===== src/rtl/pc_epc_unit_if.sv =====
// Handler-vector read channel between pc_epc_unit and memory.
// The unit is the master; memory acknowledges with data in the same cycle.
interface pc_epc_unit_if;
  logic        w_VecReq;
  logic [31:0] w_VecAddr;
  logic        w_VecAck;
  logic [7:0]  w_VecData;

  modport master (
    output w_VecReq,
    output w_VecAddr,
    input  w_VecAck,
    input  w_VecData
  );

  modport slave (
    input  w_VecReq,
    input  w_VecAddr,
    output w_VecAck,
    output w_VecData
  );
endinterface


===== src/rtl/pc_epc_unit.sv =====
// PC / EPC / Cause registers with exception entry and a handshaked
// handler-vector byte fetch that reloads the PC.
module pc_epc_unit #(
  parameter logic [31:0] RESET_PC = 32'h0000_0000,
  parameter logic [31:0] VEC_BASE = 32'd253
) (
  input  logic               clk,
  input  logic               rst_n,
  input  logic [31:0]        w_MUX11,
  input  logic               w_PCWrite,
  input  logic               w_PCWriteCond,
  input  logic               w_Zero,
  input  logic               w_BranchNE,
  input  logic               w_ExcReq,
  input  logic [1:0]         w_ExcCode,
  pc_epc_unit_if.master      vec,
  output logic [31:0]        w_PC,
  output logic [31:0]        w_EPC,
  output logic [31:0]        w_Cause,
  output logic               w_ExcBusy
);

  typedef enum logic [1:0] {
    S_RUN,
    S_FETCH,
    S_LOAD
  } state_t;

  state_t      r_state;
  state_t      w_next;

  logic [31:0] r_pc;
  logic [31:0] r_epc;
  logic [1:0]  r_cause;
  logic [1:0]  r_code;
  logic [7:0]  r_byte;

  logic        w_pc_en;
  logic        w_run;
  logic        w_exc;
  logic        w_run_wr;
  logic        w_load;
  logic        w_cap;
  logic [1:0]  w_code;
  logic [31:0] w_pc_nxt;

  assign w_pc_en  = w_PCWrite |
                    (w_PCWriteCond & (w_Zero ^ w_BranchNE));
  assign w_run    = (r_state == S_RUN);
  assign w_exc    = w_run & w_ExcReq;
  assign w_run_wr = w_run & ~w_ExcReq & w_pc_en;
  assign w_load   = (r_state == S_LOAD);
  assign w_cap    = (r_state == S_FETCH) & vec.w_VecAck;
  // Reserved code 11 is treated as an invalid-opcode exception.
  assign w_code   = (w_ExcCode == 2'b11) ? 2'b00 : w_ExcCode;

  always_comb begin
    w_next = r_state;
    unique case (r_state)
      S_RUN:   if (w_ExcReq) w_next = S_FETCH;
      S_FETCH: if (vec.w_VecAck) w_next = S_LOAD;
      S_LOAD:  w_next = S_RUN;
      default: w_next = S_RUN;
    endcase
  end

  always_ff @(posedge clk or negedge rst_n) begin
    if (!rst_n) r_state <= S_RUN;
    else        r_state <= w_next;
  end

  always_comb begin
    w_pc_nxt = r_pc;
    unique case (1'b1)
      w_load:   w_pc_nxt = {24'b0, r_byte};
      w_run_wr: w_pc_nxt = w_MUX11;
      default:  w_pc_nxt = r_pc;
    endcase
  end

  always_ff @(posedge clk or negedge rst_n) begin
    if (!rst_n) begin
      r_pc <= RESET_PC;
    end else begin
      r_pc <= w_pc_nxt;
    end
  end

  always_ff @(posedge clk or negedge rst_n) begin
    if (!rst_n) begin
      r_epc   <= '0;
      r_cause <= '0;
      r_code  <= '0;
    end else if (w_exc) begin
      r_epc   <= r_pc - 32'd4;
      r_cause <= w_code;
      r_code  <= w_code;
    end
  end

  always_ff @(posedge clk or negedge rst_n) begin
    if (!rst_n)     r_byte <= '0;
    else if (w_cap) r_byte <= vec.w_VecData;
  end

  assign vec.w_VecReq  = (r_state == S_FETCH);
  assign vec.w_VecAddr = VEC_BASE + {30'b0, r_code};

  assign w_PC      = r_pc;
  assign w_EPC     = r_epc;
  assign w_Cause   = {30'b0, r_cause};
  assign w_ExcBusy = ~w_run;

endmodule


===== src/flat_wrapper.sv =====
// flat-port wrapper written by rule: the top's interface ports become plain ports
module pc_epc_unit_flat 
#(
  parameter logic [31:0] RESET_PC = 32'h0000_0000,
  parameter logic [31:0] VEC_BASE = 32'd253
)
  (clk, rst_n, w_MUX11, w_PCWrite, w_PCWriteCond, w_Zero, w_BranchNE, w_ExcReq, w_ExcCode, w_PC, w_EPC, w_Cause, w_ExcBusy, vec_w_VecReq, vec_w_VecAddr, vec_w_VecAck, vec_w_VecData);
  pc_epc_unit_if vec_i ();
  input  logic clk;
  input  logic rst_n;
  input  logic [31:0] w_MUX11;
  input  logic w_PCWrite;
  input  logic w_PCWriteCond;
  input  logic w_Zero;
  input  logic w_BranchNE;
  input  logic w_ExcReq;
  input  logic [1:0] w_ExcCode;
  output logic [31:0] w_PC;
  output logic [31:0] w_EPC;
  output logic [31:0] w_Cause;
  output logic w_ExcBusy;
  output wire logic [$bits(vec_i.w_VecReq)-1:0] vec_w_VecReq;
  output wire logic [$bits(vec_i.w_VecAddr)-1:0] vec_w_VecAddr;
  input wire logic [$bits(vec_i.w_VecAck)-1:0] vec_w_VecAck;
  input wire logic [$bits(vec_i.w_VecData)-1:0] vec_w_VecData;
  assign vec_w_VecReq = vec_i.w_VecReq;
  assign vec_w_VecAddr = vec_i.w_VecAddr;
  assign vec_i.w_VecAck = vec_w_VecAck;
  assign vec_i.w_VecData = vec_w_VecData;
  pc_epc_unit #(.RESET_PC(RESET_PC), .VEC_BASE(VEC_BASE)) u_core (.clk(clk), .rst_n(rst_n), .w_MUX11(w_MUX11), .w_PCWrite(w_PCWrite), .w_PCWriteCond(w_PCWriteCond), .w_Zero(w_Zero), .w_BranchNE(w_BranchNE), .w_ExcReq(w_ExcReq), .w_ExcCode(w_ExcCode), .vec(vec_i), .w_PC(w_PC), .w_EPC(w_EPC), .w_Cause(w_Cause), .w_ExcBusy(w_ExcBusy));
endmodule

===== config.mk =====
export PLATFORM = sky130hd
export DESIGN_NAME = pc_epc_unit_flat
export DESIGN_NICKNAME = d
export VERILOG_FILES = /design/src/rtl/pc_epc_unit_if.sv /design/src/rtl/pc_epc_unit.sv /design/src/flat_wrapper.sv
export SDC_FILE = /design/constraint.sdc
export NUM_CORES = 1
export LEC_CHECK = 0
export CORE_MARGIN = 2
export CORE_UTILIZATION = 42
export DETAILED_ROUTE_END_ITERATION = 7
export HOLD_SLACK_MARGIN = 0.05
export PLACE_DENSITY = 0.89
export SLEW_MARGIN = 10
export SYNTH_ARGS = -nofsm -noshare
export SYNTH_HDL_FRONTEND = slang
export SYNTH_SLANG_ARGS = --single-unit

===== constraint.sdc =====
create_clock -name clk -period 2.1 [get_ports clk]
set_input_delay 0.63 -clock clk [delete_from_list [all_inputs] [get_ports clk]]
set_output_delay 0.63 -clock clk [all_outputs]
set_load 0.02 [all_outputs]

==> results of run 1 <==
==> through the flow <==
stage,TNS [ns],utilization,setup slack [ns],cells
3_5_place_dp,-3.75,0.569,-0.210,659
4_1_cts,0,0.590,0.00150,675
6_report,0,0.594,0.0692,675
3_3_place_gp,-1.24,0.569,-0.121,659
5_1_grt,0,0.594,0.00754,675
2_1_floorplan,0,-,0.205,465
==> state kept, by name (all words and copies together), names as in the netlist <==
name / flops
u_core.w_EPC: 32
u_core.w_PC: 32
u_core.r_byte: 8
u_core.r_cause: 2
u_core.r_state: 2
==> routing by layer <==
layer  routed length [um]  share of wire  vias to the layer above
met1                 3980           0.41                     1548
li1                     -              -                     1522
met5                    0              0                        -
met3                  465          0.048                        9
met4                   87         0.0090                        0
met2                 5150           0.53                       98
==> final cells by class <==
cell class,instances,share of cell area
Timing Repair Buffer,140,0.257
Clock inverter,5,0.0107
Clock buffer,11,0.0274
Multi-Input combinational cell,306,0.325
Sequential cell,76,0.345
Tap cell,129,0.0293
Inverter,8,0.00544
==> cells in the mapped netlist <==
library cell / instances / area share
nand2_1: 85 / 0.079
dfrtp_1: 76 / 0.47
buf_4: 58 / 0.11
o21ai_0: 35 / 0.043
xnor2_1: 21 / 0.046
o21ai_1: 20 / 0.025
nor2_1: 12 / 0.011
mux2_2: 11 / 0.031
clkbuf_1: 10 / 0.0093
inv_1: 8 / 0.0074
nor3_1: 8 / 0.0099
nor4_2: 7 / 0.022
xor2_1: 7 / 0.015
a22o_1: 6 / 0.013
a21o_1: 5 / 0.0093
buf_2: 5 / 0.0062
nand2b_1: 5 / 0.0078
nand3_1: 3 / 0.0037
nor3_2: 3 / 0.0074
or3_1: 3 / 0.0047
a22oi_1: 2 / 0.0037
buf_6: 2 / 0.0056
ha_1: 2 / 0.0062
nand4_4: 2 / 0.011
nor3_4: 2 / 0.0081
o31ai_1: 2 / 0.0037
a21o_2: 1 / 0.0022
a21oi_1: 1 / 0.0012
and2_1: 1 / 0.0016
conb_1: 1 / 0.00093
nand3b_1: 1 / 0.0019
nor2b_1: 1 / 0.0016
nor4_1: 1 / 0.0016
nor4_4: 1 / 0.0053
nor4b_4: 1 / 0.0059
o21ai_2: 1 / 0.0022
o31a_2: 1 / 0.0025
or3_4: 1 / 0.0028
or4_4: 1 / 0.0028
==> path summary, 6_finish.rpt <==
check,start,end,slack (ns),depth (start not counted)
worst max-delay path,u_core.w_PC[26]$_DFFE_PN0P_,w_PC[26],0.07,1
worst min-delay path,rst_n,u_core.w_EPC[0]$_DFFE_PN0P_,0.22,1
worst max register to register,u_core.w_PC[3]$_DFFE_PN0P_,u_core.w_EPC[24]$_DFFE_PN0P_,0.16,7
worst min register to register,u_core.w_EPC[11]$_DFFE_PN0P_,u_core.w_EPC[11]$_DFFE_PN0P_,0.49,2
max in group asynchronous,rst_n,u_core.w_PC[7]$_DFFE_PN0P_,1.24,2
min in group clk,u_core.w_EPC[11]$_DFFE_PN0P_,u_core.w_EPC[11]$_DFFE_PN0P_,0.49,2
==> cell usage in the layout (no fill, tap or decap), types with 7 or more instances in the layout <==
| cell | count |
|---|---|
| buf_4 | 12 |
| clkbuf_8 | 11 |
| clkdlybuf4s50_1 | 90 |
| conb_1 | 53 |
| dfrtp_1 | 73 |
| dlygate4sd2_1 | 17 |
| dlymetal6s2s_1 | 12 |
| inv_1 | 7 |
| mux2_2 | 11 |
| nand2_1 | 84 |
| nor2_1 | 11 |
| nor4_2 | 7 |
| o21ai_0 | 35 |
| o21ai_1 | 20 |
| xnor2_1 | 21 |
| xor2_1 | 7 |
==> worst reg2reg max path: cells and delay by family (launching register included) <==
kind	cells	cell delay, ns
buffers and inverters	1	0.09
xor gates and xnor gates	1	0.17
adders and majority gates	1	0.22
DFF	1	0.41
AOI/OAI and AO/OA	1	0.06
and+or+nand+nor	3	0.89
==> repair_timing <==
item / in CTS / in global routing
setup endpoints to repair: 26 / 19
gates cloned: 0 / 0
resized for setup: 38 / 15
==> power groups by stage <==
stage,logic [mW],registers [mW],clock network [mW]
6_report,3.86,2.81,1.19
5_1_grt,4.19,2.92,1.28
4_1_cts,3.92,2.82,1.20
3_5_place_dp,4.00,2.85,0
3_3_place_gp,3.89,2.79,0
2_1_floorplan,1.63,3.41,0
==> cell families (layout without fill, tap and decap cells) <==
kind of cell / after synthesis / count (layout) / share of synthesized area
AND/OR/NAND/NOR: 138 / 138 / 0.187
multiplexers: 11 / 11 / 0.0307
other: 1 / 53 / 0.000930
XOR/XNOR: 28 / 28 / 0.0608
adder cells (fa/ha/maj): 2 / 2 / 0.00620
AO/OA/AOI/OAI: 74 / 74 / 0.106
flip-flops: 76 / 76 / 0.471
buffers and inverters: 83 / 164 / 0.136
==> metrics, run 1 <==
Via Count 3,177; Comb power frac 0.491; PwrDens 1420 nW/um^2; Nets 593; hold_ws 0.219 ns; Cell variety after synth 39; CTS H-Tree Depth 3; antenna viol nets, final 0; # IOs 180; worst-path cell chain clkdlybuf4s50_1; Avg Vias per Cell 4.71; VDD IR max 0.573 mV; sequential power share 0.358; Final setup viols 0; Leak 2.55 nW; Wirelength per Cell 14.3 um; Power Internal 4.51 mW; Post-CTS Setup Inserts 0; initial antenna violation count 0; initial drt markers 81; Hold/Removal Path Class input pin to asynchronous set/reset pin; DRC Markers 0; Netlist Area Pre-Place 4030 um^2; worst path arrival time 1.40 ns; drt pass-1 iters 4; Core Region 9280 um^2; CP peak stage delay 0.63 ns; Die Footprint 10,400 um^2; outcome finished clean; worst path required time 1.47 ns; CTS Buf Count 9; Most Crowded Layer GR met2; Setup Skew 0.0123 ns; global route overflow 0; met3 Track Usage GR 0.0479; GRT met1 Usage 0.237; area grow syn2layout 36.8%; root buffer cell clkbuf_8; Clock Latency Late Sink 0.35 ns; Final HPWL DP 7480 um; total clock sinks 76; crit path capture type output port; clock network power share 0.151; Slew @ Worst Pin 0.690 ns; Slew headroom 0.539; clk slew on worst S/H paths 0.08 ns; WL final 9680 um; GPL Wtd Cong 0.773; post-route minimum period 2.03 ns; cts hold-fix bufs 0; CP Launch Type register; met2 usage in global routing 0.332; syn avg cell area 9.77 um^2; CTS tree built; Synthesis Warnings 0; ant diodes 0; WS Path Type register to output port; max_cap viols 0; slowest library cell on the worst path clkdlybuf4s50_1; FP Rows 35; DP Area 5280 um^2; multi-input gate area in the final layout 1790 um^2; Yosys reg bits 76; clock buffer depth 2; Mapped Cells 413; Fmax 492 MHz; Sw Ratio 0.426; largest net degree at the start of global routing 43; Switching Power 3.35 mW; initial core utilization 0.435; port bufs 126; Fillers 826; Crit path max-delay family buffers and inverters; layout cells sized above 1 0.141; register area 1910 um^2; crit-path max FO 5; total chip power 7.86 mW; die height 102 um; vias in the first global route 3,070; sequential fraction of the synthesis area 0.471; final instance area 5520 um^2; RSZ-0062 raised after global routing false; GRT Total Usage 0.190; global-route wire length before repair 15,200 um; Slew Viols, Final 0; Die X 102 um; crit path buf inv count 1; final hold vios 0; Final Cycle Share 0.967
No activity file was read; power rests on OpenSTA's default activity.
==> run 2: changes to the inputs <==
Settings changed: PLACE_DENSITY 0.89 to 0.92.
==> metrics, run 2 (same netlist as run 1, synthesis figures left out) <==
outcome finished clean; RSZ-0062 raised after global routing true; clock buffer depth 2; Slew Viols, Final 0; total clock sinks 76; global-route wire length before repair 14,800 um; commonest non-fill, non-tap cell in the layout clkdlybuf4s50_1; crit path buf inv count 1; hold_ws 0.217 ns; final worst slack 0.0393 ns; Critical Path Stages 1; cts hold-fix bufs 0; vias in the first global route 3,043; Critical R2R Capture u_core.w_EPC[28]$_DFFE_PN0P_; Clock Latency Late Sink 0.35 ns; CTS tree built; slowest library cell on the worst path clkdlybuf4s50_1; Crit path max-delay family buffers and inverters; DRC Markers 0; largest net degree at the start of global routing 44; GPL Wtd Cong 0.800; dpl ws -0.126 ns; Worst setup startpoint u_core.w_PC[21]$_DFFE_PN0P_; WL final 9400 um; drt pass-1 iters 4; max_cap viols 0; Reg-to-Reg Start u_core.w_PC[2]$_DFFE_PN0P_; VDD IR max 0.576 mV; setup TNS 0 ns; CP peak stage delay 0.66 ns; GRT Total Usage 0.183; initial drt markers 110; Die Footprint 10,400 um^2; Nets 593; root buffer cell clkbuf_8; Slew @ Worst Pin 0.689 ns; Final Cycle Share 0.981; Fmax 485 MHz; Final setup viols 0; most frequent cells in the layout clkdlybuf4s50_1, nand2_1, dfrtp_1; Avg Vias per Cell 4.60; initial core utilization 0.435; Die X 102 um; # IOs 180; Worst R2R Path Depth 8; final hold vios 0; post-route minimum period 2.06 ns; Core Region 9280 um^2; port bufs 126; Wirelength per Cell 13.9 um; Slew headroom 0.540; area grow syn2layout 34.9%; Hold/Removal Path Class input pin to asynchronous set/reset pin; crit path capture w_PC[21]; CTS Buf Count 9; ant diodes 0; layout cells sized above 1 0.136; clk slew on worst S/H paths 0.08 ns; crit path capture type output port; R2R Setup Slk 0.08 ns; DP Area 5250 um^2; antenna viol nets, final 0; Setup Skew 0.0138 ns; final instance area 5440 um^2; Final HPWL DP 7360 um; worst path arrival time 1.43 ns; WS Path Type register to output port; initial antenna violation count 0; CP Launch Type register; PwrDens 1440 nW/um^2; global route overflow 0; Via Count 3,108; Leak 2.47 nW; worst path required time 1.47 ns; die height 102 um; worst-path cell chain clkdlybuf4s50_1; CTS H-Tree Depth 3; crit-path max FO 5; FP Rows 35
[run 2: cell types whose count changed in the layout (fill, tap and decap cells not counted), sizes merged, moves of 3 or more]
| cell | before | now |
|---|---|---|
| dlymetal6s2s | 12 | 5 |
| clkdlybuf4s15 | 6 | 0 |
| clkbuf | 11 | 15 |
| clkdlybuf4s50 | 90 | 94 |
| clkinv | 1 | 4 |
| dlygate4sd2 | 17 | 20 |
[run 2: power by group]
group | internal (mW) | leakage [nW] | switching, mW | total [mW]
registers | 2.11 | 0.962 | 0.704 | 2.82
clock network | 0.665 | 0.109 | 0.547 | 1.21
logic | 1.74 | 1.40 | 2.07 | 3.82
[run 2: cell type report]
class	instances	area, um^2
Tap cell	129	161
Inverter	8	30.0
Sequential cell	76	1900
Timing Repair Buffer	140	1330
Fill cell	790	3840
Multi-Input combinational cell	306	1800
Clock buffer	9	124
Clock inverter	7	91.3
[run 2: worst min-delay path by stage]
stage | start | endpoint | slack [ns] | depth (start not counted)
2_1_floorplan | rst_n | u_core.r_byte[0]$_DFFE_PN0P_ | 0.33 | 0
3_3_place_gp | u_core.w_EPC[2]$_DFFE_PN0P_ | u_core.w_EPC[2]$_DFFE_PN0P_ | 0.46 | 2
3_5_place_dp | u_core.w_EPC[13]$_DFFE_PN0P_ | u_core.w_EPC[13]$_DFFE_PN0P_ | 0.47 | 2
4_1_cts | rst_n | u_core.w_EPC[10]$_DFFE_PN0P_ | 0.23 | 1
5_1_grt | rst_n | u_core.w_EPC[4]$_DFFE_PN0P_ | 0.25 | 1
6_report | rst_n | u_core.w_EPC[10]$_DFFE_PN0P_ | 0.22 | 1
[run 2: metrics by stage]
stage	total power [mW]	std cells	util
floorplan	5.03	465	-
global placement	6.64	658	0.565
detailed placement	6.80	658	0.565
CTS	7.90	675	0.587
global route	8.35	675	0.586
finish	7.85	675	0.586
[run 2: layer usage]
| metal | GRT usage | share of wire |
|---|---|---|
| met1 | 0.241 | 0.43 |
| met2 | 0.308 | 0.52 |
| met3 | 0.0294 | 0.047 |
| met4 | 0.0605 | 0.0051 |
| met5 | 0 | 0 |
[run 2: timing repair]
item	in CTS	in global routing
buffers inserted	1	0
gates resized for setup	33	14
pin swaps	0	1
endpoints found under the setup margin	28	16
[run 2: worst reg2reg max path: cells and delay by family, from the launching register on]
kind	cells	cell delay [ns]
flip-flops	1	0.43
buffers and inverters	2	0.29
AO/OA/AOI/OAI	1	0.07
AND/OR/NAND/NOR	3	0.76
XOR/XNOR	1	0.15
adder cells (fa/ha/maj)	1	0.21
